### src/rtl/nmr_acq_pkg.sv
// Shared definitions for the noise-acquisition accumulator: default widths and FSM encoding.
package nmr_acq_pkg;

    localparam int unsigned ADC_W = 12;
    localparam int unsigned ACC_W = 19;

    typedef enum logic [2:0] {
        StIdle,
        StArm,
        StAcq,
        StPush,
        StDone
    } acq_state_e;

endpackage

### src/rtl/noise_fifo.sv
// Point FIFO: synchronous, first-word-fall-through, with full/empty flags.
// A write while full is accepted only if a read happens in the same cycle.
// A read while empty is ignored and rd_data keeps the last word read.
module noise_fifo #(
    parameter int unsigned WIDTH = 16,
    parameter int unsigned DEPTH = 16
) (
    input  logic             clk,
    input  logic             rst_n,
    input  logic             wr_en,
    input  logic [WIDTH-1:0] wr_data,
    input  logic             rd_en,
    output logic [WIDTH-1:0] rd_data,
    output logic             empty,
    output logic             full
);

    localparam int unsigned AW = $clog2(DEPTH);

    logic [WIDTH-1:0] mem [DEPTH];
    logic [AW:0]      wptr;
    logic [AW:0]      rptr;
    logic [WIDTH-1:0] last_word;
    logic             wr_ok;
    logic             rd_ok;

    // Flags and handshake qualification; extra pointer MSB distinguishes full from empty.
    always_comb begin
        empty   = (wptr == rptr);
        full    = (wptr[AW] != rptr[AW]) && (wptr[AW-1:0] == rptr[AW-1:0]);
        wr_ok   = wr_en && (!full || rd_en);
        rd_ok   = rd_en && !empty;
        rd_data = empty ? last_word : mem[rptr[AW-1:0]];
    end

    // Storage, pointers and the held copy of the last word read.
    always_ff @(posedge clk or negedge rst_n) begin
        if (!rst_n) begin
            for (int i = 0; i < DEPTH; i++) mem[i] <= '0;
            wptr      <= '0;
            rptr      <= '0;
            last_word <= '0;
        end else begin
            if (wr_ok) begin
                mem[wptr[AW-1:0]] <= wr_data;
                wptr              <= wptr + 1'b1;
            end
            if (rd_ok) begin
                last_word <= mem[rptr[AW-1:0]];
                rptr      <= rptr + 1'b1;
            end
        end
    end

endmodule

### src/rtl/noise_acq_accum.sv
// Noise acquisition accumulator: samples the ADC on each Acq_clk rising edge while the noise
// window is open, averages 2^avg_shift samples per point and queues points for the DSP.
// Build option: define NOISE_ACC_RAW_EN to store the raw sum (saturated to 16 bits)
// instead of the truncated mean.
module noise_acq_accum
    import nmr_acq_pkg::*;
#(
    parameter int unsigned ADC_W      = nmr_acq_pkg::ADC_W,
    parameter int unsigned ACC_W      = nmr_acq_pkg::ACC_W,
    parameter int unsigned FIFO_DEPTH = 16,
    parameter int unsigned PTS_W      = 16
) (
    input  logic             clk,
    input  logic             rst_n,
    input  logic             start,
    input  logic             clr_int,
    input  logic             acq_en,
    input  logic             acq_clk,
    input  logic [ADC_W-1:0] adc_data,
    input  logic [2:0]       avg_shift,
    input  logic [PTS_W-1:0] num_pts,
    input  logic             rd_en,
    output logic [15:0]      rd_data,
    output logic             fifo_empty,
    output logic             fifo_full,
    output logic             busy,
    output logic             overflow,
    output logic             interupt
);

    acq_state_e       state;
    logic [2:0]       acq_sync;
    logic             samp_tick;
    logic             samp_vld;
    logic [ADC_W-1:0] adc_q;
    logic [2:0]       shift_q;
    logic [PTS_W-1:0] npts_q;
    logic [PTS_W-1:0] pts_cnt;
    logic [PTS_W-1:0] pts_next;
    logic [7:0]       smp_cnt;
    logic [7:0]       smp_next;
    logic [7:0]       smp_target;
    logic [ACC_W-1:0] acc;
    logic [ACC_W-1:0] acc_add;
    logic             fifo_wr;
    logic [15:0]      fifo_wdata;

    // Acq_clk crosses into clk through two flops; third flop gives the rising-edge detect.
    always_ff @(posedge clk or negedge rst_n) begin
        if (!rst_n) acq_sync <= '0;
        else        acq_sync <= {acq_sync[1:0], acq_clk};
    end

    assign samp_tick = acq_sync[1] & ~acq_sync[2];

    // Capture the ADC word on the detected edge; samp_vld marks it ready to accumulate.
    always_ff @(posedge clk or negedge rst_n) begin
        if (!rst_n) begin
            adc_q    <= '0;
            samp_vld <= 1'b0;
        end else begin
            samp_vld <= samp_tick;
            if (samp_tick) adc_q <= adc_data;
        end
    end

    // Counter arithmetic and point-word formatting.
    always_comb begin
        smp_target = 8'd1 << shift_q;
        smp_next   = smp_cnt + 8'd1;
        pts_next   = pts_cnt + 1'b1;
        acc_add    = acc + ACC_W'(adc_q);
        fifo_wr    = (state == StPush);
`ifdef NOISE_ACC_RAW_EN
        fifo_wdata = (|acc[ACC_W-1:16]) ? 16'hFFFF : acc[15:0];
`else
        // The mean of ADC_W-bit samples always fits in the low bits; upper bits are zero.
        fifo_wdata = 16'(acc >> shift_q);
`endif
    end

    // Run-control FSM with accumulator, counters and registered status outputs.
    always_ff @(posedge clk or negedge rst_n) begin
        if (!rst_n) begin
            state    <= StIdle;
            shift_q  <= '0;
            npts_q   <= '0;
            pts_cnt  <= '0;
            smp_cnt  <= '0;
            acc      <= '0;
            busy     <= 1'b0;
            overflow <= 1'b0;
            interupt <= 1'b0;
        end else begin
            if (clr_int) overflow <= 1'b0;
            if (fifo_wr && fifo_full && !rd_en) overflow <= 1'b1;

            unique case (state)
                StIdle, StDone: begin
                    if (start) begin
                        shift_q <= avg_shift;
                        npts_q  <= num_pts;
                        pts_cnt <= '0;
                        smp_cnt <= '0;
                        acc     <= '0;
                        if (num_pts == '0) begin
                            state    <= StDone;
                            busy     <= 1'b0;
                            interupt <= 1'b1;
                        end else begin
                            state    <= StArm;
                            busy     <= 1'b1;
                            interupt <= 1'b0;
                        end
                    end else if (state == StDone && clr_int) begin
                        state    <= StIdle;
                        interupt <= 1'b0;
                    end
                end
                StArm: begin
                    acc     <= '0;
                    smp_cnt <= '0;
                    if (acq_en) state <= StAcq;
                end
                StAcq: begin
                    if (!acq_en) begin
                        // Window closed mid-point: discard the partial sum.
                        state <= StArm;
                    end else if (samp_vld) begin
                        acc     <= acc_add;
                        smp_cnt <= smp_next;
                        if (smp_next == smp_target) state <= StPush;
                    end
                end
                StPush: begin
                    pts_cnt <= pts_next;
                    if (pts_next == npts_q) begin
                        state    <= StDone;
                        busy     <= 1'b0;
                        interupt <= 1'b1;
                    end else if (samp_vld) begin
                        // Sample landing during the push starts the next point.
                        acc     <= ACC_W'(adc_q);
                        smp_cnt <= 8'd1;
                        state   <= (shift_q == 3'd0) ? StPush : StAcq;
                    end else begin
                        acc     <= '0;
                        smp_cnt <= '0;
                        state   <= StAcq;
                    end
                end
                default: state <= StIdle;
            endcase
        end
    end

    noise_fifo #(
        .WIDTH (16),
        .DEPTH (FIFO_DEPTH)
    ) u_fifo (
        .clk     (clk),
        .rst_n   (rst_n),
        .wr_en   (fifo_wr),
        .wr_data (fifo_wdata),
        .rd_en   (rd_en),
        .rd_data (rd_data),
        .empty   (fifo_empty),
        .full    (fifo_full)
    );

endmodule
### config.mk
export PLATFORM = sky130hd
export DESIGN_NAME = noise_acq_accum
export DESIGN_NICKNAME = d
export VERILOG_FILES = /design/src/rtl/nmr_acq_pkg.sv /design/src/rtl/noise_fifo.sv /design/src/rtl/noise_acq_accum.sv
export SDC_FILE = /design/constraint.sdc
export NUM_CORES = 1
export LEC_CHECK = 0
export BUFFER_PORTS_ARGS = -buffer_cell sky130_fd_sc_hd__buf_2
export CAP_MARGIN = 10
export CORE_UTILIZATION = 45
export DETAILED_ROUTE_END_ITERATION = 8
export SLEW_MARGIN = 0
export SYNTH_ARGS = -nofsm -noshare
export SYNTH_HDL_FRONTEND = slang
export SYNTH_HIERARCHICAL = 1
export SYNTH_SLANG_ARGS = --single-unit
### constraint.sdc
create_clock -name clk -period 8.2 [get_ports clk]
set_clock_uncertainty 0.05 [all_clocks]
set_input_delay 0.41 -clock clk [delete_from_list [all_inputs] [get_ports clk]]
set_output_delay 0.41 -clock clk [all_outputs]
set_load 0.02 [all_outputs]
==> results of run 1 <==
## cells in the final DEF (no fill, tap or decap), drive strengths merged, types with 19 or more instances in the layout
master  count
buf       104
nand2      58
nand2b     24
xnor2      39
a21oi      36
mux2i      47
ha         19
o31ai      26
dfrtp     366
mux2      347
nand3      20
o21ai      75
clkbuf     65
mux4       51
nor2       66
## layout make-up
cell class / count / area, sq um / share of cell area
multi-input combinational: 987 / 9168 / 0.4314
inverter: 18 / 67.56 / 0.003179
tap: 532 / 665.6 / 0.03132
sequential: 366 / 9164 / 0.4312
clock buffer: 65 / 1259 / 0.05923
clock inverter: 13 / 244.0 / 0.01148
timing repair buffer: 108 / 685.7 / 0.03226
## per-layer routing
metal	vias to the layer above	part of all wire	wire [um]	GRT usage
met5	-	0	0	0
met4	0	0.020	908	0.05764
met3	65	0.046	2039	0.03812
met2	235	0.45	19920	0.3328
met1	6222	0.49	21760	0.3127
li1	5555	-	-	-
## per-stage QoR
stage | total power [uW] | cell area (sq um)
after detailed placement | 4721 | 19700
after global placement | 4676 | 19700
after global routing | 7097 | 21250
after CTS | 6760 | 21240
after floorplan | 4046 | 19000
final | 6709 | 21250
## critical path, cell delays in order (launching register included)
cell and delay, ns:
dfrtp_2 0.66, buf_4 0.60, xnor2_1 0.17, nand4_2 0.11
buf_4 0.42, or2_1 0.88, mux2_2 0.43, buf_2 0.16
## cells by family after synthesis
family / synth area share
buffers and inverters: 0.03589
muxes: 0.2909
xor gates and xnor gates: 0.02351
and+or+nand+nor: 0.06539
AOI/OAI and AO/OA: 0.08877
adders and majority gates: 0.01357
DFF: 0.4820
## final timing paths
path	startpoint	endpoint	slack [ns]
worst max-delay path	u_fifo/rptr[1]	rd_data[4]	3.73
worst min-delay path	adc_data[10]	adc_q[10]	0.03
worst max register to register	state[0]	u_fifo/mem[3]	4.52
worst min register to register	acq_sync[0]	acq_sync[1]	0.31
max in group asynchronous	rst_n	u_fifo/mem[223]	6.14
min in group asynchronous	rst_n	adc_q[5]	0.39
## flip-flops by register name (all words and copies together) (netlist names), 3 cells and up
| name | flops |
|---|---|
| npts_q | 16 |
| u_fifo/mem | 256 |
| shift_q | 3 |
| pts_cnt | 16 |
| smp_cnt | 8 |
| adc_q | 12 |
| u_fifo/wptr | 5 |
| u_fifo/last_word | 16 |
| acq_sync | 3 |
| acc | 19 |
| state | 3 |
| u_fifo/rptr | 5 |
## power by group through the flow
stage	clock (uW)	sequential, uW	combinational, uW
floorplan	0	2240	1800
global placement	0	2410	2260
detailed placement	0	2420	2300
CTS	2060	2390	2310
global route	2140	2440	2520
finish	2010	2390	2300
## timing repair
| item | in CTS | in global routing |
|---|---|---|
| hold buffers | 4 | 0 |
| resized for setup | 0 | 0 |
| hold endpoints to repair | 85 | 0 |
==> reports/results.tsv, run 1 <==
metric	value	unit
portBuffers	58	
cts_tree	built	
dieHeight	207.5	um
cts_made_buffers	42	
endpoint_kind	output port	
synth.net_count	1543	
h-tree-depth	2	
diodes	0	
p_clk_frac	0.300	
die_w	207.5	um
place_ws	4.302	ns
antenna_found_initial	0	
post_cts_buffers	0	
synth_edf_count	0	
status	finished clean	
grt.total_usage	0.2155	
post-synth-top-count-cell	dfrtp_1	
yosys-top-cells-area	dfrtp_1 (48%), mux2_1 (15%), mux4_2 (6.0%)	
insertion_delay	0.57	ns
p_per_area	315.7	nW/um^2
drt_iter0_drc	696	
finalSetupViolations	0	
grt_pass1_wl	72540	um
grt_max_degree	87	
fin_crit	4.466	ns
ctsLongestPathBuffers	3	
root_buffer	clkbuf_16	
coreArea	41200	sq um
synthFlopType	dfrtp_1	
rsz0062_at_grt	no	
drc	0	
critPathLaunchType	register	
grt.overflow.total	0	
dieArea	43050	sq um
hold_slack	0.03033	ns
whs_path_depth	2	
final.period_utilization	0.5446	
worst-endpoint-required	7.74	ns
wirelength	44630	um
crit_fanout	37	
gp_congestion	0.8155	
row_count	74	
avgSynthCellArea	12.80	sq um
hold_viol	0	
final.setup.tns	0	ns
p_comb_frac	0.344	
final_layout_size_suffix_gt1_frac	0.2209	
ant_nets	0	
setup_slack	3.734	ns
stdcell_count	2089	
net-switching-power	2427	uW
final_net_count	1581	
wl_per_cell	21.36	um
drt_pass1_iterations	4	
peakVddDrop	166.2	uV
slew_headroom	0.2348	
swShare	0.3618	
dp_cells	2005	
synth_seq_area_share	0.4820	
hp-class	in2reg	
max_freq	223.9	MHz
async_reset_ff_frac	1.000	
synthToLayoutAreaGrowth	11.85	%
initial_core_util	0.4612	
syn-cell-area	19000	sq um
ios	59	
grt_pass1_vias	12640	
worstSetupPathType	reg2out	
final_util	0.5158	
worst_pin_slew	1.148	ns
synth_top_area_cell	dfrtp_1	
num-fill-cells	3532	
synthCells	1485	
ys_seq_elements	366	
drv_slew	0	
hpwl	28530	um
synth.top_cell.area_share	0.4820	
clkTransAtPathRegs	0.06	ns
p_leak	0.01019	uW
reg2reg_depth	8	
power.internal	4282	uW
cts_sinks	366	
yosysWarnings	6	
vias_per_cell	5.781	
synthTopCellsByCount	dfrtp_1 (366), mux2_1 (258), mux2_2 (89)	
vias	12080	
drv_cap	0	
ys_types	67	
critPathArrivalTime	4.01	ns
sequentialPowerShare	0.356	
Power figures use the tool's default switching activity.
==> run 2, diff against run 1 <==
Clock period 8.2 ns to 4.1 ns, I/O delays scaled along.
==> run 2 against run 1 <==
  * Global-route usage increased by 0.85 points
  * Design area increased by 1.8%
  * Critical path type unchanged
  * Total power increased by 100%
  * Largest power group is now combinational cells
  * Sequential share of layout area decreased by 0.76 points
  * First-iteration DRC count decreased by 2.2%
  * Highest routed layer unchanged
  * Flip-flop and latch count unchanged
  * Wire length increased by 3.9%
==> reports/results.tsv, run 2 (synthesis gave the netlist of run 1 again) <==
metric	value	unit	change
die_w	207.5	um	unchanged
hold_slack	0.2364	ns	was 0.03033 ns
crit_chain	xnor2_1 -> nand4_2 -> or2_1 -> mux2_2 -> buf_2		was buf_4 -> xnor2_1 -> nand4_2 -> buf_4 -> or2_1 -> mux2_2 -> buf_2
layout_common_cells	dfrtp_1 (364), mux2_1 (258), mux2_2 (89)		unchanged
critPathArrivalTime	3.28	ns	was 4.01 ns
final_common_cell	dfrtp_1		unchanged
cts_made_buffers	43		was 42
dr.max_layer_used	met4		unchanged
wl_per_cell	21.77	um	was 21.36 um
row_count	74		unchanged
p_per_area	621.0	nW/um^2	was 315.7 nW/um^2
vias_per_cell	5.796		was 5.781
h-tree-depth	2		unchanged
ios	59		unchanged
dr_wl_met3	1929	um	was 2039 um
peakVddDrop	323.7	uV	was 166.2 uV
path_buf_inv	1		was 3
synthToLayoutAreaGrowth	13.86	%	was 11.85%
worst_pin_slew	1.017	ns	was 1.148 ns
vias	12350		was 12080
final.period_utilization	0.8620		
wirelength	46370	um	was 44630 um
ctsLongestPathBuffers	3		unchanged
swShare	0.3650		was 0.3618
rsz0062_at_grt	no		unchanged
ant_nets	0		unchanged
regArea	9164	sq um	unchanged
final.setup.tns	0	ns	unchanged
sequentialPowerShare	0.351		was 0.356
hold_viol	0		unchanged
largest_reg_flops	256		unchanged
dieArea	43050	sq um	unchanged
multi_input_area	9168	sq um	unchanged
cts_tree	built		unchanged
grt_max_degree	110		was 87
p_leak	0.01034	uW	was 0.01019 uW
initial_core_util	0.4612		unchanged
finalSetupViolations	0		unchanged
drc	0		unchanged
drt_iter0_drc	681		was 696
portBuffers	58		unchanged
endpoint_kind	output port		unchanged
critPathLaunchType	register		unchanged
slew_headroom	0.3026		was 0.2348
cp_slowest_cell	dfrtp_4		was or2_1
gp_congestion	0.8066		was 0.8155
wl_met2	21620	um	was 19920 um
net-switching-power	4904	uW	was 2427 uW
drv_slew	0		unchanged
critPathTopFamily	simple AND/OR/NAND/NOR gates		was buffers and inverters
hpwl	28500	um	was 28530 um
drt_pass1_iterations	4		unchanged
status	finished clean		unchanged
hp-class	in2reg		unchanged
p_comb_frac	0.356		was 0.344
final_layout_size_suffix_gt1_frac	0.2184		was 0.2209
insertion_delay	0.57	ns	about the same
final_net_count	1622		was 1581
antenna_found_initial	0		unchanged
num-fill-cells	3527		was 3532
root_buffer	clkbuf_16		unchanged
grt_pass1_wl	75340	um	was 72540 um
drt-met1-wl	21570	um	was 21760 um
largestRegisters	u_fifo/mem (256), acc (19)		unchanged
p_clk_frac	0.292		was 0.300
top_register	u_fifo/mem		unchanged
crit_fanout	28		was 37
grt.total_usage	0.2240		was 0.2155
drv_cap	0		unchanged
cts_sinks	366		unchanged
clkTransAtPathRegs	0.06	ns	about the same
worstSetupPathType	reg2out		unchanged
dieHeight	207.5	um	unchanged
grt_pass1_vias	12990		was 12640
diodes	0		unchanged
grt.overflow.total	0		unchanged
coreArea	41200	sq um	unchanged
max_freq	283.0	MHz	
fin_crit	3.534	ns	
worst-endpoint-required	3.85	ns	was 7.74 ns
power.internal	8530	uW	was 4282 uW
max_stage_delay	0.82	ns	was 0.88 ns
## run 2: cell types whose count changed in the layout (fill, tap and decap cells not counted), sizes merged
cell,previous run,this run
dlygate4sd3,4,36
buf,104,112
clkinv,6,2
inv,18,21
clkinvlp,1,3
bufinv,6,5
clkbuf,65,66
## run 2: stage by stage
step                      std cells  setup slack, ns  power, uW    util  area, sq um
after global placement         2014            1.077       9436  0.4812        19830
after global routing           2130           0.3667      14220  0.5251        21630
after floorplan                1485            1.247       8092       -        19000
after detailed placement       2014            1.024       9555  0.4812        19830
final                          2130           0.5658      13430  0.5251        21630
after CTS                      2129           0.5016      13570  0.5249        21630
## run 2: cell type report
| type | count | share of cell area |
|---|---|---|
| sequential | 366 | 0.4236 |
| inverter | 18 | 0.003123 |
| clock buffer | 66 | 0.05697 |
| tap | 532 | 0.03077 |
| clock inverter | 13 | 0.009658 |
| timing repair buffer | 148 | 0.05217 |
| multi-input combinational | 987 | 0.4237 |
## run 2: worst register-to-register path, cell delays in order, from the launching register on
cell and delay, ns:
dfrtp_1 0.43, ha_1 0.35, xnor2_1 0.17, nand2_1 0.06
or3b_2 0.45, nor4_1 0.45, nand4b_2 0.28, o21ai_2 0.17
buf_4 0.38, o21ai_0 0.17, o31ai_1 0.09
## run 2: final timing paths
check                                from        endpoint  slack (ns)  cells after the start
setup / recovery           u_fifo/rptr[0]      rd_data[2]        0.57                      5
hold / removal                    acq_clk     acq_sync[0]        0.24                      2
setup reg to reg               pts_cnt[0]      smp_cnt[3]        0.96                     10
hold reg to reg               acq_sync[0]     acq_sync[1]        0.30                      0
max in group asynchronous           rst_n  u_fifo/mem[61]        2.71                      3
min in group asynchronous           rst_n        adc_q[6]        0.25                      2
## run 2: what timing repair did
item	CTS	global route
endpoints found under the hold margin	140	0
gates resized for setup	0	0
hold buffers	36	0
setup buffers	0	0
## run 2: metal layers
| layer | track usage | vias to the layer above |
|---|---|---|
| li1 | - | 5637 |
| met1 | 0.3114 | 6388 |
| met2 | 0.3590 | 248 |
| met3 | 0.03752 | 72 |
| met4 | 0.06897 | 0 |
| met5 | 0 | - |
## run 2: power by group through the flow
stage | Sequential (uW) | Combinational (uW) | Clock (uW)
after global routing | 4810 | 5220 | 4190
after global placement | 4760 | 4680 | 0
after CTS | 4730 | 4810 | 4030
final | 4720 | 4790 | 3930
after floorplan | 4490 | 3600 | 0
after detailed placement | 4790 | 4770 | 0
